--- src/rtl/hazard_ctrl_if.sv ---
// Pipeline hazard control bundle: stage hazard inputs toward the controller,
// stage-register enables/bubbles and perf counters back out.
interface hazard_ctrl_if;
  logic [4:0]  id_rs;
  logic [4:0]  id_rt;
  logic        id_rs_used;
  logic        id_rt_used;
  logic        ex_WE;
  logic [4:0]  ex_RW;
  logic        ex_load;
  logic        branch_taken;
  logic        wb_syscall;
  logic        wb_halt;
  logic        resume;
  logic        go_pc;
  logic        go_if_id;
  logic        go_id_ex;
  logic        go_ex_mem;
  logic        go_mem_wb;
  logic        clear_if_id;
  logic        clear_id_ex;
  logic        clear_mem_wb;
  logic        halted;
  logic [15:0] stall_cnt;
  logic [15:0] flush_cnt;

  modport master (
    output id_rs, id_rt, id_rs_used, id_rt_used, ex_WE, ex_RW, ex_load,
           branch_taken, wb_syscall, wb_halt, resume,
    input  go_pc, go_if_id, go_id_ex, go_ex_mem, go_mem_wb,
           clear_if_id, clear_id_ex, clear_mem_wb, halted, stall_cnt, flush_cnt
  );

  modport slave (
    input  id_rs, id_rt, id_rs_used, id_rt_used, ex_WE, ex_RW, ex_load,
           branch_taken, wb_syscall, wb_halt, resume,
    output go_pc, go_if_id, go_id_ex, go_ex_mem, go_mem_wb,
           clear_if_id, clear_id_ex, clear_mem_wb, halted, stall_cnt, flush_cnt
  );
endinterface

--- src/rtl/hazard_ctrl.sv ---
// 5-stage pipeline hazard controller: load-use stall, branch flush, syscall halt.
// Define HAZARD_PERF_CNT_EN to build the stall/flush performance counters.
//
// state | meaning
// RUN   | pipeline advancing; stall/flush/halt detection active
// HALT  | pipeline frozen after a halting syscall retired; waits for resume
module hazard_ctrl (
  input  logic          clk,
  input  logic          rst_n,
  hazard_ctrl_if.slave  hz
);

  typedef enum logic {RUN = 1'b0, HALT = 1'b1} state_t;

  state_t state, state_nxt;
  logic   lu;
  logic   halt_det;
  logic   stall_inc;
  logic   flush_inc;

  assign lu = hz.ex_load & hz.ex_WE & (hz.ex_RW != 5'd0) &
              ((hz.id_rs_used & (hz.id_rs == hz.ex_RW)) |
               (hz.id_rt_used & (hz.id_rt == hz.ex_RW)));
  assign halt_det = hz.wb_syscall & hz.wb_halt;

  always_ff @(posedge clk or negedge rst_n) begin
    if (!rst_n) state <= RUN;
    else        state <= state_nxt;
  end

  always_comb begin
    state_nxt        = state;
    hz.go_pc         = 1'b0;
    hz.go_if_id      = 1'b0;
    hz.go_id_ex      = 1'b0;
    hz.go_ex_mem     = 1'b0;
    hz.go_mem_wb     = 1'b0;
    hz.clear_if_id   = 1'b0;
    hz.clear_id_ex   = 1'b0;
    hz.clear_mem_wb  = 1'b0;
    stall_inc        = 1'b0;
    flush_inc        = 1'b0;
    case (state)
      RUN: begin
        if (halt_det) begin
          // only WB advances, retiring the syscall as a bubble
          hz.go_mem_wb    = 1'b1;
          hz.clear_mem_wb = 1'b1;
          state_nxt       = HALT;
        end else begin
          hz.go_pc     = 1'b1;
          hz.go_if_id  = 1'b1;
          hz.go_id_ex  = 1'b1;
          hz.go_ex_mem = 1'b1;
          hz.go_mem_wb = 1'b1;
          if (hz.branch_taken) begin
            hz.clear_if_id = 1'b1;
            hz.clear_id_ex = 1'b1;
            flush_inc      = 1'b1;
          end else if (lu) begin
            hz.go_pc       = 1'b0;
            hz.go_if_id    = 1'b0;
            hz.clear_id_ex = 1'b1;
            stall_inc      = 1'b1;
          end
        end
      end
      HALT: begin
        if (hz.resume) state_nxt = RUN;
      end
      default: state_nxt = RUN;
    endcase
  end

  assign hz.halted = (state == HALT);

`ifdef HAZARD_PERF_CNT_EN
  logic [15:0] stall_q;
  logic [15:0] flush_q;

  always_ff @(posedge clk or negedge rst_n) begin
    if (!rst_n) begin
      stall_q <= 16'h0000;
      flush_q <= 16'h0000;
    end else begin
      if (stall_inc && stall_q != 16'hFFFF) stall_q <= stall_q + 16'd1;
      if (flush_inc && flush_q != 16'hFFFF) flush_q <= flush_q + 16'd1;
    end
  end

  assign hz.stall_cnt = stall_q;
  assign hz.flush_cnt = flush_q;
`else
  logic unused_inc;
  assign unused_inc   = stall_inc ^ flush_inc;
  assign hz.stall_cnt = 16'h0000;
  assign hz.flush_cnt = 16'h0000;
`endif

endmodule
--- src/flat_wrapper.sv ---
// flat-port wrapper written by rule: the top's interface ports become plain ports
module hazard_ctrl_flat 
  (clk, rst_n, hz_id_rs, hz_id_rt, hz_id_rs_used, hz_id_rt_used, hz_ex_WE, hz_ex_RW, hz_ex_load, hz_branch_taken, hz_wb_syscall, hz_wb_halt, hz_resume, hz_go_pc, hz_go_if_id, hz_go_id_ex, hz_go_ex_mem, hz_go_mem_wb, hz_clear_if_id, hz_clear_id_ex, hz_clear_mem_wb, hz_halted, hz_stall_cnt, hz_flush_cnt);
  hazard_ctrl_if hz_i ();
  input  logic clk;
  input  logic rst_n;
  input wire logic [$bits(hz_i.id_rs)-1:0] hz_id_rs;
  input wire logic [$bits(hz_i.id_rt)-1:0] hz_id_rt;
  input wire logic [$bits(hz_i.id_rs_used)-1:0] hz_id_rs_used;
  input wire logic [$bits(hz_i.id_rt_used)-1:0] hz_id_rt_used;
  input wire logic [$bits(hz_i.ex_WE)-1:0] hz_ex_WE;
  input wire logic [$bits(hz_i.ex_RW)-1:0] hz_ex_RW;
  input wire logic [$bits(hz_i.ex_load)-1:0] hz_ex_load;
  input wire logic [$bits(hz_i.branch_taken)-1:0] hz_branch_taken;
  input wire logic [$bits(hz_i.wb_syscall)-1:0] hz_wb_syscall;
  input wire logic [$bits(hz_i.wb_halt)-1:0] hz_wb_halt;
  input wire logic [$bits(hz_i.resume)-1:0] hz_resume;
  output wire logic [$bits(hz_i.go_pc)-1:0] hz_go_pc;
  output wire logic [$bits(hz_i.go_if_id)-1:0] hz_go_if_id;
  output wire logic [$bits(hz_i.go_id_ex)-1:0] hz_go_id_ex;
  output wire logic [$bits(hz_i.go_ex_mem)-1:0] hz_go_ex_mem;
  output wire logic [$bits(hz_i.go_mem_wb)-1:0] hz_go_mem_wb;
  output wire logic [$bits(hz_i.clear_if_id)-1:0] hz_clear_if_id;
  output wire logic [$bits(hz_i.clear_id_ex)-1:0] hz_clear_id_ex;
  output wire logic [$bits(hz_i.clear_mem_wb)-1:0] hz_clear_mem_wb;
  output wire logic [$bits(hz_i.halted)-1:0] hz_halted;
  output wire logic [$bits(hz_i.stall_cnt)-1:0] hz_stall_cnt;
  output wire logic [$bits(hz_i.flush_cnt)-1:0] hz_flush_cnt;
  assign hz_i.id_rs = hz_id_rs;
  assign hz_i.id_rt = hz_id_rt;
  assign hz_i.id_rs_used = hz_id_rs_used;
  assign hz_i.id_rt_used = hz_id_rt_used;
  assign hz_i.ex_WE = hz_ex_WE;
  assign hz_i.ex_RW = hz_ex_RW;
  assign hz_i.ex_load = hz_ex_load;
  assign hz_i.branch_taken = hz_branch_taken;
  assign hz_i.wb_syscall = hz_wb_syscall;
  assign hz_i.wb_halt = hz_wb_halt;
  assign hz_i.resume = hz_resume;
  assign hz_go_pc = hz_i.go_pc;
  assign hz_go_if_id = hz_i.go_if_id;
  assign hz_go_id_ex = hz_i.go_id_ex;
  assign hz_go_ex_mem = hz_i.go_ex_mem;
  assign hz_go_mem_wb = hz_i.go_mem_wb;
  assign hz_clear_if_id = hz_i.clear_if_id;
  assign hz_clear_id_ex = hz_i.clear_id_ex;
  assign hz_clear_mem_wb = hz_i.clear_mem_wb;
  assign hz_halted = hz_i.halted;
  assign hz_stall_cnt = hz_i.stall_cnt;
  assign hz_flush_cnt = hz_i.flush_cnt;
  hazard_ctrl u_core (.clk(clk), .rst_n(rst_n), .hz(hz_i));
endmodule
--- config.mk ---
export PLATFORM = sky130hd
export DESIGN_NAME = hazard_ctrl_flat
export DESIGN_NICKNAME = d
export VERILOG_FILES = /design/src/rtl/hazard_ctrl_if.sv /design/src/rtl/hazard_ctrl.sv /design/src/flat_wrapper.sv
export SDC_FILE = /design/constraint.sdc
export NUM_CORES = 1
export LEC_CHECK = 0
export CORE_MARGIN = 2
export CORE_UTILIZATION = 24
export CTS_CLUSTER_SIZE = 24
export DETAILED_ROUTE_END_ITERATION = 7
export PLACE_DENSITY_LB_ADDON = 0.2
export SLEW_MARGIN = 20
export SYNTH_ARGS = -nofsm -noshare
export SYNTH_HDL_FRONTEND = slang
export SYNTH_SLANG_ARGS = --single-unit
--- constraint.sdc ---
create_clock -name clk -period 3.3 [get_ports clk]
set_input_delay 0.99 -clock clk [delete_from_list [all_inputs] [get_ports clk]]
set_output_delay 0.99 -clock clk [all_outputs]
set_load 0.05 [all_outputs]
# After elaboration in Yosys (flattened, before gate mapping)

Index checks and enable logic that the tools add are counted.

ROM bits: 0
Latch bits: 0
Memories kept: 0
Output and inout bits: 41
Bits of input ports: 25
Bits in registers: 1
Bits in writable memories: 0

Equal/unequal tests: 2
Reductions and logical operators: 1
Shift operators: 0
Multiply operators: 0
Div/mod/pow operators: 0
Bitwise operators: 8
Mux-type cells: 18
Add/sub/neg operators: 0
$lt $le $gt $ge: 0

Operators with widths:

| cell              | number |
|---|---|
| $mux 1            | 17 |
| $eq 5x5->1        | 2 |
| $and 1x1->1       | 6 |
| $reduce_bool 5->1 | 1 |
| $pmux 1 s2        | 1 |
| $not 1->1         | 1 |
| $or 1x1->1        | 1 |

# Longest topological paths before layout

Gate-level depths: netlist of the first run.

Depth after elaboration: 8
Depth in mapped cells: 5
Gate-level depth less buffers: 4

# Least setup slack after synthesis of the first run

No wires, ideal clock.

Kind: input-to-output
From: input hz_wb_syscall
To: output hz_clear_id_ex
Data arrival time: 3.014 ns
Data required time: 2.310 ns
Path buffers: 0
Stages: 3
Setup slack: -0.704 ns
Path through: a21oi_1 and2_1 o21bai_1

Word-level cells in the longest chain between the ends: 3

Ends and longest elaborated chain:

| element         | line               | text |
|---|---|---|
| start, declared | flat_wrapper.sv:15 | `input wire logic [$bits(hz_i.wb_syscall)-1:0] hz_wb_syscall;` |
| $and 1x1->1     | hazard_ctrl.sv:24  | `assign halt_det = hz.wb_syscall & hz.wb_halt;` |
| $mux 1          | hazard_ctrl.sv:45  | `if (halt_det) begin` |
| $mux 1          | hazard_ctrl.sv:43  | `case (state)` |
| end, declared   | flat_wrapper.sv:24 | `output wire logic [$bits(hz_i.clear_id_ex)-1:0] hz_clear_id_ex;` |

No other way between the ends.

# Worst setup path after layout of the first run

From: input hz_id_rs[0]
To: output hz_go_if_id

Word-level cells in the longest chain between the ends: 8

Ends and longest elaborated chain:

| element         | line               | text |
|---|---|---|
| start, declared | flat_wrapper.sv:7  | `input wire logic [$bits(hz_i.id_rs)-1:0] hz_id_rs;` |
| $eq 5x5->1      | hazard_ctrl.sv:22  | `((hz.id_rs_used & (hz.id_rs == hz.ex_RW)) \|` |
| $and 1x1->1     | hazard_ctrl.sv:22  |  |
| $or 1x1->1      | hazard_ctrl.sv:22  |  |
| $and 1x1->1     | hazard_ctrl.sv:21  | `assign lu = hz.ex_load & hz.ex_WE & (hz.ex_RW != 5'd0) &` |
| $mux 1          | hazard_ctrl.sv:60  | `end else if (lu) begin` |
| $mux 1          | hazard_ctrl.sv:56  | `if (hz.branch_taken) begin` |
| $mux 1          | hazard_ctrl.sv:45  |  |
| $mux 1          | hazard_ctrl.sv:43  |  |
| end, declared   | flat_wrapper.sv:19 | `output wire logic [$bits(hz_i.go_if_id)-1:0] hz_go_if_id;` |

No other way between the ends.

==> results of run 1 <==
cell usage after synthesis:
master,number,area (sq um)
buf_4,34,255
xor2_1,8,70.1
a21oi_1,2,10.0
xnor2_1,2,17.5
a32oi_1,1,8.76
and2_0,1,6.26
and2_1,1,6.26
and3_1,1,6.26
conb_1,1,3.75
dfrtp_1,1,25.0
inv_1,1,3.75
nor4_1,1,6.26
nor4_2,1,12.5
o2111ai_1,1,8.76
o211ai_1,1,7.51
o21bai_1,1,7.51
o31a_1,1,8.76
or4_1,1,7.51
path summary, 6_finish.rpt:
path                             startpoint          endpoint  slack, ns  cells after the start
hold / removal             u_core.hz.halted  u_core.hz.halted       0.56                      1
setup / recovery                hz_id_rs[0]       hz_go_if_id       0.02                      5
max in group asynchronous             rst_n  u_core.hz.halted       2.06                      1
min in group asynchronous             rst_n  u_core.hz.halted       1.14                      1
hold reg to reg            u_core.hz.halted  u_core.hz.halted       0.56                      1
setup reg to reg           u_core.hz.halted  u_core.hz.halted       2.51                      2
placed cells by master, fill, tap and decap left out, types with 2 or more instances in the layout:
cell              n
buf_12            7
buf_2             6
buf_4             5
clkdlybuf4s15_1   3
clkdlybuf4s50_1  12
conb_1           32
dlygate4sd2_1     3
nor4_2            2
xor2_1            7
worst register-to-register path: cells and delay by family (launching register included):
kind | cells | cell delay, ns
DFF | 1 | 0.41
AOI/OAI and AO/OA | 2 | 0.25
through the flow:
stage	utilization (%)	area (sq um)
floorplan	-	601
global placement	42.6	810
detailed placement	42.6	810
CTS	42.0	800
global route	42.5	808
finish	42.5	808
layout make-up:
cell class	instances	area share, %
inverters	1	0.464
multi-input cells	55	42.7
flip-flops and latches	1	3.10
well taps	27	4.18
repair buffers	38	49.5
routing by layer:
metal / vias up / global-route usage [%] / share of wire [%]
met4: 0 / 0 / 0
met1: 179 / 11.4 / 41
li1: 201 / - / -
met3: 0 / 1.23 / 14
met5: - / 0 / 0
met2: 44 / 15.3 / 46
report_power, final:
group | internal, mW | switching, mW
combinational | 0.113 | 0.204
sequential | 0.0157 | 0.00521
clock | 0 | 0
total | 0.129 | 0.209
cell families after synthesis:
logic type,count (synthesis)
AO/OA/AOI/OAI,7
XOR/XNOR,10
buffers and inverters,35
flip-flops,1
other,1
AND/OR/NAND/NOR,6
repair_timing:
| action | CTS | global route |
|---|---|---|
| pin swaps | 12 | 9 |
| endpoints found under the setup margin | 3 | 3 |
| resized for setup | 39 | 8 |
| buffers inserted | 1 | 0 |
==> metrics.md, run 1 <==
| Metric | Value |
|---|---|
| Initial DRC count | `3` |
| Post-CTS Hold Fix Bufs | `0` |
| Critical path buffer and inverter count | `2` |
| Post-DR vias/cell | `3.48` |
| Cell area after synthesis | `about 470 sq um` |
| Post-synthesis adder-cell area fraction | `0%` |
| Chip Width | `about 48 um` |
| DR pass1 iterations | `3` |
| Final GP Congestion | `~0.63` |
| Distinct cells, synth | `18` |
| WL/cell | `8.98 um` |
| Ratio of final minimum period to clock period | `slightly below 100%` |
| Final hold violation count | `0` |
| Final WS setup | `0.0240 ns` |
| Min Tclk post-route | `around 3.3 ns` |
| Initial core utilization | `24.8%` |
| Hold WC Path Type | `reg -> reg` |
| Largest family of logic cells by synthesized area | `buffers and inverters` |
| Clk Latency, worst-skew pair | `0 ns` |
| Final setup TNS | `0 ns` |
| Inst Count DP | `~120` |
| Fin Hold WS | `about 0.56 ns` |
| Core area | `1900 sq um` |
| I/O Buffers | `33` |
| Worst EP required | `between 2 and 2.5 ns` |
| Max IR drop VDD | `a little under 0.2 mV` |
| Worst-path cell chain | `clkdlybuf4s50_1, xnor2_1, a32oi_1, o31a_2, buf_12` |
| Critical Path Max Stage Delay | `around 0.47 ns` |
| Setup crit end kind | `output port` |
| Mapped Cells | `60` |
| Multi-input logic area | `between 300 and 400 sq um` |
| Mean Syn Cell Area | `around 7.9 sq um` |
| Row Count | `16` |
| Clock transition at path regs | `0 ns` |
| Reg area | `~25 sq um` |
| Crit path max fanout | `2` |
| Synth Area in Compound Gates | `between 10% and 20%` |
| Detailed Place HPWL | `approximately 990 um` |
| Fin. max-slew vios | `0` |
| Post-route ant nets | `0` |
| N_diodes | `0` |
| First-pass GRT wire length | `roughly 1.6 mm` |
| Remaining Overflow, GRT | `0` |
| Layout area overhead | `71.4%` |
| Ports | `66` |
| Layout cell share with drive strength beyond 1 | `between 20 and 30%` |
| Max FFs per register | `1` |
| Power, Total | `~0.34 mW` |
| Total track usage | `about 8.5%` |
| Final setup viols | `0` |
| Pleak | `between 0.3 and 0.4 nW` |
| Largest net degree at the start of global routing | `6` |
| Fillers | `197` |
| Post-route clock skew | `0 ns` |
| Worst-margin pin slew | `0.500 ns` |
| Fin cells | `roughly 120` |
| Initial antenna violation count | `0` |
| Max Cap Viol | `0` |
| Vias in the first global route | `351` |
| Crit path kind | `in -> out` |
| Slew margin rel. | `~67%` |
| Sequential share of the synthesized area | `5.31%` |
| Mux cell area share after synthesis | `0%` |
| Post-Place Worst Slack | `-0.346 ns` |
| Crit path launch type | `input pin` |
| Total Wirelength | `about 1.1 mm` |
| # DRC | `0` |
| Max Fclk | `around 300 MHz` |
| XOR/XNOR share of the synthesized area | `approximately 19%` |
| Die area | `around 2300 sq um` |
| Arrival @ worst endpoint | `approximately 2.3 ns` |
| Run status | `completed` |
| Via count | `approximately 420` |
| Post-synthesis register bit count | `1` |
| Layout Nets | `between 100 and 150` |
| Synth Area in Simple Gates | `under 10%` |
| Slowest cell on the critical path | `clkdlybuf4s50_1` |
| Pwr Density | `418 nW/um^2` |
| RSZ-0062 raised after global routing | `yes` |
| Top delay family on crit path | `buffers and inverters` |
| Die height | `between 40 and 50 um` |
| Synthesis Warnings | `0` |
(Power assumes the default switching activity.)
==> inputs of run 2 (changes only) <==
Settings changed: CTS_CLUSTER_DIAMETER set to 50.
==> results of run 2 <==
The final DEF is identical to that of run 1; final timing and power are the same.
==> inputs of run 3 (changes only) <==
Settings changed: SKIP_CTS_REPAIR_TIMING set to 1.
==> run 3 against run 2 <==
Compared with the run above: core utilization rose by 3.4 points; worst hold slack barely moved; sequential share of layout area fell by 0.23 points; critical path depth rose by 1; via count rose by 0.47%.
==> metrics.md, run 3 (synthesis results as in run 1) <==
| Metric | Value |
|---|---|
| Pwr Density | `392 nW/um^2 (-6.2%)` |
| Core area | `1900 sq um (unchanged)` |
| Crit path launch type | `input pin` |
| DR pass1 iterations | `4 (+1)` |
| Arrival @ worst endpoint | `2.27 ns (-0.02 ns)` |
| Detailed Place HPWL | `989 um (unchanged)` |
| Initial antenna violation count | `0 (unchanged)` |
| Post-route clock skew | `0 ns (unchanged)` |
| Fillers | `189 (-4.1%)` |
| Slowest cell on the critical path | `o31a_2` |
| RSZ-0062 raised after global routing | `yes` |
| Max Cap Viol | `0 (unchanged)` |
| Initial DRC count | `2 (-1)` |
| I/O Buffers | `33 (unchanged)` |
| Worst EP required | `2.31 ns (about the same)` |
| Inst Count DP | `121 (unchanged)` |
| Power, Total | `0.342 mW (+1.4%)` |
| Final GP Congestion | `0.628 (unchanged)` |
| Crit path max fanout | `2 (unchanged)` |
| Ratio of final minimum period to clock period | `98.9% (-0.38 points)` |
| Die area | `2340 sq um (unchanged)` |
| Min Tclk post-route | `3.26 ns (-0.0124 ns)` |
| Final setup viols | `0 (unchanged)` |
| Max IR drop VDD | `0.197 mV (+1.1%)` |
| Fin util | `45.9% (+3.4 points)` |
| Chip Width | `48.3 um (unchanged)` |
| Layout cell share with drive strength beyond 1 | `28.4% (-1.1 points)` |
| Post-DR vias/cell | `3.49 (+0.47%)` |
| Top delay family on crit path | `compound AO/OA/AOI/OAI gates` |
| Layout Nets | `122 (unchanged)` |
| Clk Latency, worst-skew pair | `0 ns (unchanged)` |
| Final hold violation count | `0 (unchanged)` |
| Worst-margin pin slew | `0.500 ns (unchanged)` |
| Pleak | `0.485 nW (+24%)` |
| Layout area overhead | `85.1%` |
| # DRC | `0 (unchanged)` |
| Total track usage | `8.15% (-0.33 points)` |
| Post-route ant nets | `0 (unchanged)` |
| Die height | `48.3 um (unchanged)` |
| Total Wirelength | `1.13 mm (+2.7%)` |
| Initial core utilization | `24.8% (unchanged)` |
| Via count | `426 (+0.47%)` |
| Clock transition at path regs | `0 ns (unchanged)` |
| Ports | `66 (unchanged)` |
| Commonest non-fill, non-tap cells in the layout | `32 x conb_1, 11 x clkdlybuf4s50_1, 10 x dlymetal6s2s_1` |
| Slew margin rel. | `66.6% (unchanged)` |
| Hold WC Path Type | `reg -> reg` |
| Row Count | `16 (unchanged)` |
| First-pass GRT wire length | `1.56 mm (-3.8%)` |
| Max Fclk | `306 MHz (+0.38%)` |
| Vias in the first global route | `332 (-5.4%)` |
| Fin cells | `122 (unchanged)` |
| Fin. max-slew vios | `0 (unchanged)` |
| Worst-path cell chain | `buf_6, xor2_2, nor4_2, a32oi_2, o31a_2, buf_12` |
| Post-Place Worst Slack | `-0.346 ns (unchanged)` |
| Critical path buffer and inverter count | `2 (unchanged)` |
| Reg2reg setup slack | `2.51 ns (about the same)` |
| Crit path kind | `in -> out` |
| Critical Path Max Stage Delay | `0.42 ns (-0.05 ns)` |
| Final WS setup | `0.0364 ns (+0.0124 ns)` |
| Largest net degree at the start of global routing | `6 (unchanged)` |
| N_diodes | `0 (unchanged)` |
| Most common cell after layout, fill and taps aside | `conb_1` |
| Setup crit end kind | `output port` |
| Run status | `completed` |
| WL/cell | `9.23 um (+2.7%)` |
| Remaining Overflow, GRT | `0 (unchanged)` |
| Max FFs per register | `1 (unchanged)` |
-- run 3: cell count changes in the layout (fill, tap and decap cells not counted) --
cell and change:
and2_1 +1, buf_2 -6, dlygate4sd2_1 -3, clkbuf_2 +2, a32oi_2 +1, clkdlybuf4s15_1 -3, dlymetal6s2s_1 +10, clkdlybuf4s50_1 -1
buf_6 +1, xor2_2 +1, and2_0 -1, xor2_1 -1, a32oi_1 -1
-- run 3: final timing paths --
| path | start | end | depth (start not counted) |
|---|---|---|---|
| min in group asynchronous | rst_n | u_core.hz.halted | 1 |
| worst min-delay path | u_core.hz.halted | u_core.hz.halted | 1 |
| max in group asynchronous | rst_n | u_core.hz.halted | 1 |
| worst max register to register | u_core.hz.halted | u_core.hz.halted | 2 |
| worst min register to register | u_core.hz.halted | u_core.hz.halted | 1 |
| worst max-delay path | hz_id_rs[1] | hz_go_if_id | 6 |
-- run 3: stage by stage --
step           TNS (ns)  instance area (sq um)  hold slack, ns
2_1_floorplan   -0.0874                    601           0.694
3_3_place_gp     -0.854                    810           0.553
3_5_place_dp     -0.902                    810           0.565
4_1_cts          -0.934                    810           0.561
5_1_grt         -0.0981                    873           0.630
6_report              0                    873           0.555
-- run 3: area by class of cell --
| class | count | area [sq um] | area share [%] |
|---|---|---|---|
| inverters | 1 | 3.75 | 0.430 |
| multi-input cells | 55 | 360 | 41.3 |
| flip-flops and latches | 1 | 25.0 | 2.87 |
| well taps | 27 | 33.8 | 3.87 |
| repair buffers | 38 | 450 | 51.6 |
-- run 3: report_power, final --
part	leakage [nW]	switching (mW)	internal [mW]
Combinational	0.474	0.205	0.116
Clock	0	0	0
Sequential	0.0119	0.00521	0.0157
-- run 3: worst reg2reg max path: cells and delay by family (launching register included) --
| family | cells | cell delay, ns |
|---|---|---|
| AO/OA/AOI/OAI | 2 | 0.25 |
| flip-flops | 1 | 0.41 |
-- run 3: per-layer routing --
metal  track usage [%]  vias up  wire length [um]
li1                  -      201                 -
met1              11.0      181               427
met2              14.1       44               526
met3              1.85        0               172
met4                 0        0                 0
met5                 0        -                 0
